<file path="config.mk">
export PLATFORM = sky130hd
export DESIGN_NAME = hazard_stall_ctrl_flat
export DESIGN_NICKNAME = d
export VERILOG_FILES = /design/src/rtl/hazard_stall_ctrl_if.sv /design/src/rtl/hazard_stall_ctrl.sv /design/src/flat_wrapper.sv
export SDC_FILE = /design/constraint.sdc
export NUM_CORES = 1
export LEC_CHECK = 0
export ABC_AREA = 1
export CORE_ASPECT_RATIO = 1.1
export CORE_UTILIZATION = 47
export CTS_BUF_LIST = sky130_fd_sc_hd__clkbuf_8
export CTS_CLUSTER_SIZE = 14
export DETAILED_ROUTE_END_ITERATION = 12
export PLACE_DENSITY = 0.79
export SLEW_MARGIN = 20
export SYNTH_ARGS = -nofsm -noshare
export SYNTH_HDL_FRONTEND = slang
export SYNTH_SLANG_ARGS = --single-unit
</file>
<file path="constraint.sdc">
create_clock -name clk -period 3.5 [get_ports clk]
set_clock_uncertainty 0.2 [all_clocks]
set_input_delay 0.525 -clock clk [delete_from_list [all_inputs] [get_ports clk]]
set_output_delay 0.525 -clock clk [all_outputs]
set_load 0.01 [all_outputs]
</file>
<file path="src/rtl/hazard_stall_ctrl_if.sv">
// Pipeline sequencing bus between the hazard/stall controller and the datapath.
interface hazard_stall_ctrl_if #(
    parameter int unsigned CNT_W = 32
);
    logic [4:0]       id_rs;
    logic [4:0]       id_rt;
    logic             id_uses_rs;
    logic             id_uses_rt;
    logic             idex_mem_read;
    logic [4:0]       idex_rt;
    logic [1:0]       ex_pc_src;
    logic             ex_md_start;
    logic             cnt_clr;

    logic             pc_write;
    logic             ifid_write;
    logic             ifid_flush;
    logic             idex_hold;
    logic             idex_bubble;
    logic             exmem_bubble;
    logic             md_done;
    logic [CNT_W-1:0] stall_cycles;
    logic [CNT_W-1:0] flush_events;

    // Datapath side: supplies hazard inputs, consumes pipeline controls.
    modport master (
        output id_rs, id_rt, id_uses_rs, id_uses_rt, idex_mem_read, idex_rt,
               ex_pc_src, ex_md_start, cnt_clr,
        input  pc_write, ifid_write, ifid_flush, idex_hold, idex_bubble,
               exmem_bubble, md_done, stall_cycles, flush_events
    );

    // Controller side.
    modport slave (
        input  id_rs, id_rt, id_uses_rs, id_uses_rt, idex_mem_read, idex_rt,
               ex_pc_src, ex_md_start, cnt_clr,
        output pc_write, ifid_write, ifid_flush, idex_hold, idex_bubble,
               exmem_bubble, md_done, stall_cycles, flush_events
    );
endinterface

</file>
<file path="src/rtl/hazard_stall_ctrl.sv">
// Hazard and stall sequencing for the 5-stage MIPS pipeline: load-use stalls,
// branch/jump squash, multiply/divide freeze, and saturating perf counters.
module hazard_stall_ctrl #(
    parameter int unsigned MD_LATENCY = 4,
    parameter int unsigned CNT_W      = 32
) (
    input  logic                clk,
    input  logic                rst,
    hazard_stall_ctrl_if.slave  bus
);

    localparam int unsigned          MD_CNT_W    = $clog2(MD_LATENCY);
    localparam logic [MD_CNT_W-1:0]  MD_CNT_LOAD = MD_CNT_W'(MD_LATENCY - 2);
    localparam logic [CNT_W-1:0]     CNT_MAX     = '1;

    localparam logic [0:0] ST_RUN     = 1'b0;
    localparam logic [0:0] ST_MD_BUSY = 1'b1;

    logic [0:0]          state_q, state_d;
    logic [MD_CNT_W-1:0] md_cnt_q, md_cnt_d;
    logic [CNT_W-1:0]    stall_cycles_q, stall_cycles_d;
    logic [CNT_W-1:0]    flush_events_q, flush_events_d;

    logic freeze_c;
    logic redirect_c;
    logic load_use_c;
    logic lu_match_c;
    logic pc_write_c;
    logic ifid_write_c;
    logic ifid_flush_c;
    logic idex_hold_c;
    logic idex_bubble_c;
    logic exmem_bubble_c;
    logic md_done_c;

    // State and counter registers.
    always_ff @(posedge clk or negedge rst) begin
        if (!rst) begin
            state_q        <= ST_RUN;
            md_cnt_q       <= '0;
            stall_cycles_q <= '0;
            flush_events_q <= '0;
        end else begin
            state_q        <= state_d;
            md_cnt_q       <= md_cnt_d;
            stall_cycles_q <= stall_cycles_d;
            flush_events_q <= flush_events_d;
        end
    end

    // Next state and Mealy pipeline controls; freeze > redirect > load-use.
    always_comb begin
        state_d        = state_q;
        md_cnt_d       = md_cnt_q;
        freeze_c       = 1'b0;
        md_done_c      = 1'b0;
        pc_write_c     = 1'b1;
        ifid_write_c   = 1'b1;
        ifid_flush_c   = 1'b0;
        idex_hold_c    = 1'b0;
        idex_bubble_c  = 1'b0;
        exmem_bubble_c = 1'b0;

        lu_match_c = bus.idex_mem_read && (bus.idex_rt != 5'd0) &&
                     ((bus.id_uses_rs && (bus.id_rs == bus.idex_rt)) ||
                      (bus.id_uses_rt && (bus.id_rt == bus.idex_rt)));

        case (state_q)
            ST_RUN: begin
                // A redirect in the same cycle cancels the multiply/divide.
                if (bus.ex_md_start && (bus.ex_pc_src == 2'd0)) begin
                    freeze_c = 1'b1;
                    state_d  = ST_MD_BUSY;
                    md_cnt_d = MD_CNT_LOAD;
                end
            end
            ST_MD_BUSY: begin
                if (md_cnt_q != '0) begin
                    freeze_c = 1'b1;
                    md_cnt_d = md_cnt_q - MD_CNT_W'(1);
                end else begin
                    md_done_c = 1'b1;
                    state_d   = ST_RUN;
                end
            end
            default: state_d = ST_RUN;
        endcase

        redirect_c = !freeze_c && (bus.ex_pc_src != 2'd0);
        load_use_c = !freeze_c && !redirect_c && lu_match_c;

        if (freeze_c) begin
            pc_write_c     = 1'b0;
            ifid_write_c   = 1'b0;
            idex_hold_c    = 1'b1;
            exmem_bubble_c = 1'b1;
        end else if (redirect_c) begin
            ifid_flush_c   = 1'b1;
            idex_bubble_c  = 1'b1;
        end else if (load_use_c) begin
            pc_write_c     = 1'b0;
            ifid_write_c   = 1'b0;
            idex_bubble_c  = 1'b1;
        end

        // Controls sit at their idle values while reset is held.
        if (!rst) begin
            pc_write_c     = 1'b1;
            ifid_write_c   = 1'b1;
            ifid_flush_c   = 1'b0;
            idex_hold_c    = 1'b0;
            idex_bubble_c  = 1'b0;
            exmem_bubble_c = 1'b0;
            md_done_c      = 1'b0;
        end
    end

    // Saturating performance counters; clear beats increment.
    always_comb begin
        stall_cycles_d = stall_cycles_q;
        flush_events_d = flush_events_q;
        if (bus.cnt_clr) begin
            stall_cycles_d = '0;
            flush_events_d = '0;
        end else begin
            if (!pc_write_c && (stall_cycles_q != CNT_MAX)) begin
                stall_cycles_d = stall_cycles_q + CNT_W'(1);
            end
            if (ifid_flush_c && (flush_events_q != CNT_MAX)) begin
                flush_events_d = flush_events_q + CNT_W'(1);
            end
        end
    end

    assign bus.pc_write     = pc_write_c;
    assign bus.ifid_write   = ifid_write_c;
    assign bus.ifid_flush   = ifid_flush_c;
    assign bus.idex_hold    = idex_hold_c;
    assign bus.idex_bubble  = idex_bubble_c;
    assign bus.exmem_bubble = exmem_bubble_c;
    assign bus.md_done      = md_done_c;
    assign bus.stall_cycles = stall_cycles_q;
    assign bus.flush_events = flush_events_q;

endmodule

</file>
<file path="src/flat_wrapper.sv">
// flat-port wrapper written by rule: the top's interface ports become plain ports
module hazard_stall_ctrl_flat 
#(
    parameter int unsigned MD_LATENCY = 4,
    parameter int unsigned CNT_W      = 32
)
  (clk, rst, bus_id_rs, bus_id_rt, bus_id_uses_rs, bus_id_uses_rt, bus_idex_mem_read, bus_idex_rt, bus_ex_pc_src, bus_ex_md_start, bus_cnt_clr, bus_pc_write, bus_ifid_write, bus_ifid_flush, bus_idex_hold, bus_idex_bubble, bus_exmem_bubble, bus_md_done, bus_stall_cycles, bus_flush_events);
  hazard_stall_ctrl_if #(.CNT_W(CNT_W)) bus_i ();
  input  logic clk;
  input  logic rst;
  input wire logic [$bits(bus_i.id_rs)-1:0] bus_id_rs;
  input wire logic [$bits(bus_i.id_rt)-1:0] bus_id_rt;
  input wire logic [$bits(bus_i.id_uses_rs)-1:0] bus_id_uses_rs;
  input wire logic [$bits(bus_i.id_uses_rt)-1:0] bus_id_uses_rt;
  input wire logic [$bits(bus_i.idex_mem_read)-1:0] bus_idex_mem_read;
  input wire logic [$bits(bus_i.idex_rt)-1:0] bus_idex_rt;
  input wire logic [$bits(bus_i.ex_pc_src)-1:0] bus_ex_pc_src;
  input wire logic [$bits(bus_i.ex_md_start)-1:0] bus_ex_md_start;
  input wire logic [$bits(bus_i.cnt_clr)-1:0] bus_cnt_clr;
  output wire logic [$bits(bus_i.pc_write)-1:0] bus_pc_write;
  output wire logic [$bits(bus_i.ifid_write)-1:0] bus_ifid_write;
  output wire logic [$bits(bus_i.ifid_flush)-1:0] bus_ifid_flush;
  output wire logic [$bits(bus_i.idex_hold)-1:0] bus_idex_hold;
  output wire logic [$bits(bus_i.idex_bubble)-1:0] bus_idex_bubble;
  output wire logic [$bits(bus_i.exmem_bubble)-1:0] bus_exmem_bubble;
  output wire logic [$bits(bus_i.md_done)-1:0] bus_md_done;
  output wire logic [$bits(bus_i.stall_cycles)-1:0] bus_stall_cycles;
  output wire logic [$bits(bus_i.flush_events)-1:0] bus_flush_events;
  assign bus_i.id_rs = bus_id_rs;
  assign bus_i.id_rt = bus_id_rt;
  assign bus_i.id_uses_rs = bus_id_uses_rs;
  assign bus_i.id_uses_rt = bus_id_uses_rt;
  assign bus_i.idex_mem_read = bus_idex_mem_read;
  assign bus_i.idex_rt = bus_idex_rt;
  assign bus_i.ex_pc_src = bus_ex_pc_src;
  assign bus_i.ex_md_start = bus_ex_md_start;
  assign bus_i.cnt_clr = bus_cnt_clr;
  assign bus_pc_write = bus_i.pc_write;
  assign bus_ifid_write = bus_i.ifid_write;
  assign bus_ifid_flush = bus_i.ifid_flush;
  assign bus_idex_hold = bus_i.idex_hold;
  assign bus_idex_bubble = bus_i.idex_bubble;
  assign bus_exmem_bubble = bus_i.exmem_bubble;
  assign bus_md_done = bus_i.md_done;
  assign bus_stall_cycles = bus_i.stall_cycles;
  assign bus_flush_events = bus_i.flush_events;
  hazard_stall_ctrl #(.MD_LATENCY(MD_LATENCY), .CNT_W(CNT_W)) u_core (.clk(clk), .rst(rst), .bus(bus_i));
endmodule
</file>
==> impl_metrics.tcl <==
set metrics [dict create \
    crit_arrival_ns 2.37 \
    grt_usage_pct 26.6 \
    nFillCells 989 \
    synth_seq_area_share_pct 33.5 \
    cp-start-kind "input port" \
    io_pins 95 \
    drive_gt1_share_pct 5.49 \
    synth_top_area_share_pct 33.5 \
    start_util_pct 48.2 \
    ys_ff_latch 67 \
    die_w_microns 100 \
    gp_congestion 0.968 \
    synth_warnings 0 \
    hold_viol 0 \
    period_share_pct 88.4 \
    area_delta_synth_final_pct 23.9 \
    maxSlewViolCount 0 \
    worstRegToRegCells 10 \
    grt_overflow 0 \
    path_max_fanout 19 \
    tightest_slew_ns 0.600 \
    final_nets 896 \
    rsz0062_at_grt "false" \
    slowest_delay_ns 0.59 \
    power.density_mw_per_mm2 305 \
    min_from "u_core.md_cnt_q[1]" \
    hpwl_mm 10.2 \
    yosys-top-cells-count "253 x nand2_1, 109 x inv_1, 93 x nor2_1" \
    wl_per_cell_microns 13.6 \
    r2r_slack_ns 0.98 \
    cts_buffer_depth 2 \
    grt_pass1_wl_mm 23.1 \
    synthArstFlopShare_pct 100 \
    tns_ns 0 \
    drt_iter0_drc 268 \
    multiInputGateArea_sq_mm 0.00273 \
    port_buffers 94 \
    maxCapViolCount 0 \
    htreeDepth 3 \
    hold_path_class "reg -> reg" \
    remaining_drc_errors 0 \
    dp_cells 1000 \
    seq_area_sq_mm 0.00168 \
    post_cts_resized 0 \
    synthCells 784 \
    die_y_microns 110 \
    cts_made_buffers 9 \
    diodes 0 \
    hold_depth 2 \
    vias_per_cell 5.20 \
    holdPathEnd "u_core.md_cnt_q[1]" \
    syn_nets 811 \
    total_leakage_power_nw 2.92 \
    crit_family "buffers and inverters" \
    synth_area_leaders "dfrtp_1 33%, nand2_1 19%, inv_1 8.2%, nand3_1 7.8%, nor2_1 7.0%" \
    wirelength_mm 13.8 \
    end_kind "primary output" \
    path_clk_slew_ns 0.09 \
    num_rows 39 \
    cts_tree "yes" \
    grt_max_degree 81 \
    reg2reg_from "u_core.bus.flush_events[0]" \
    cts_sinks 67 \
    stdcell_count 1017 \
    path_class "in -> out" \
    status "completed" \
    cts_root_buf "clkbuf_8" \
    core_area_sq_mm 0.0104 \
    yosysMostFrequentCell "nand2_1" \
    first_pass_iters 5 \
    fin_crit_ns 3.10 \
    synth_top_cell_by_area "dfrtp_1" \
    setup_violations 0 \
    vias 5293 \
    grt_antenna_before_repair 0 \
    slew_headroom_pct 60.0 \
    crit_chain "dlygate4sd3_1, buf_2, buf_4, nand3_1, o31ai_1, clkdlybuf4s50_1" \
    ir_worst_vdd_mv 0.163 \
    slowest_stage "clkdlybuf4s50_1" \
    syn_avg_cell_area_sq_um 6.39 \
    grt_pass1_vias 4933 \
    ant_nets 0 \
    synth_area_sq_mm 0.00501 \
    dieArea_sq_mm 0.0111 \
    fmax_mhz 323 \
    critPathBufInv 4 \
    synth_edf_count 0 \
    ys.flop_type "dfrtp_1" \
    required_ns 2.77 \
    synth.distinct_cells 34 \
    r2r-end "u_core.bus.flush_events[30]" \
    clk_latency_ns 0.36 \
]
==> per-stage QoR <==
stage          area [sq um]  total power, W  utilization [%]  worst slack, ns  hold WS (ns)
3_3_place_gp           6000         0.00123             57.7            0.486         0.332
6_report               6210         0.00189             59.7            0.405         0.338
3_5_place_dp           6000         0.00123             57.7            0.438         0.333
4_1_cts                6210         0.00191             59.7            0.383         0.345
2_1_floorplan          5010         0.00112                -             1.06        0.0294
5_1_grt                6210         0.00198             59.7            0.280         0.372
==> flip-flops by register name, indices dropped and copies added, names as in the netlist <==
signal and cells:
u_core.md_cnt_q 2, u_core.bus.flush_events 32, u_core.state_q 1, u_core.bus.stall_cycles 32
==> worst register-to-register path: stages (launching register included) <==
cell and delay [ns]:
dfrtp_1 0.43, ha_1 0.28, nand3_1 0.18, inv_1 0.21
nand2_2 0.09, nor2_2 0.15, nand2_1 0.12, nand2_4 0.19
nand2_4 0.22, inv_1 0.20, o21ai_0 0.11
==> timing repair <==
action	4_1_cts	5_1_grt
endpoints found under the hold margin	18	0
hold buffers	1	0
buffers inserted	0	0
==> how the worst max path moves through the flow <==
stage	slack, ns	end	depth (start not counted)	start
floorplan	1.06	bus_pc_write	12	u_core.md_cnt_q[0]
global placement	0.49	bus_ifid_write	9	bus_ex_pc_src[1]
detailed placement	0.44	bus_idex_bubble	8	bus_ex_pc_src[1]
CTS	0.38	bus_idex_bubble	6	rst
global route	0.28	bus_idex_bubble	6	rst
finish	0.40	bus_idex_bubble	6	rst
==> layout by cell type (no fill, tap or decap), types with 9 or more instances in the layout <==
master and n:
o21ai_1 20, clkbuf_8 9, nor3_1 21, nand3_1 78, nor2_1 93, o21ai_0 10
xor2_1 11, inv_1 109, nand4_1 52, clkdlybuf4s50_1 93, dfrtp_1 67, nand2_1 253
xnor2_1 9
==> per-layer routing <==
metal / vias up / wire (microns) / track usage, %
li1: 2673 / - / -
met1: 2409 / 5700 / 30.4
met2: 175 / 7060 / 48.4
met3: 36 / 610 / 4.60
met4: 0 / 443 / 12.1
met5: - / 0 / 0
==> power breakdown <==
part | total, W | switching, W | internal, W
registers | 0.000818 | 0.0000197 | 0.000799
clock network | 0.000680 | 0.000348 | 0.000333
logic | 0.000395 | 0.000260 | 0.000136
==> cells by family (layout without fill, tap and decap cells) <==
family / Yosys count / count (layout) / synth area share [%]
AOI/OAI and AO/OA: 37 / 37 / 4.05
xor gates and xnor gates: 20 / 20 / 3.50
adders and majority gates: 3 / 3 / 0.749
buffers and inverters: 139 / 229 / 12.0
DFF: 67 / 67 / 33.5
and+or+nand+nor: 518 / 518 / 46.2
==> layout make-up <==
| type | count | area share (%) |
|---|---|---|
| flip-flops and latches | 67 | 27.0 |
| well taps | 143 | 2.88 |
| inverters | 113 | 6.83 |
| clock inverters | 7 | 1.21 |
| multi-input cells | 578 | 44.0 |
| repair buffers | 100 | 16.0 |
| clock buffers | 9 | 2.00 |
No activity file was read; power rests on OpenSTA's default activity.
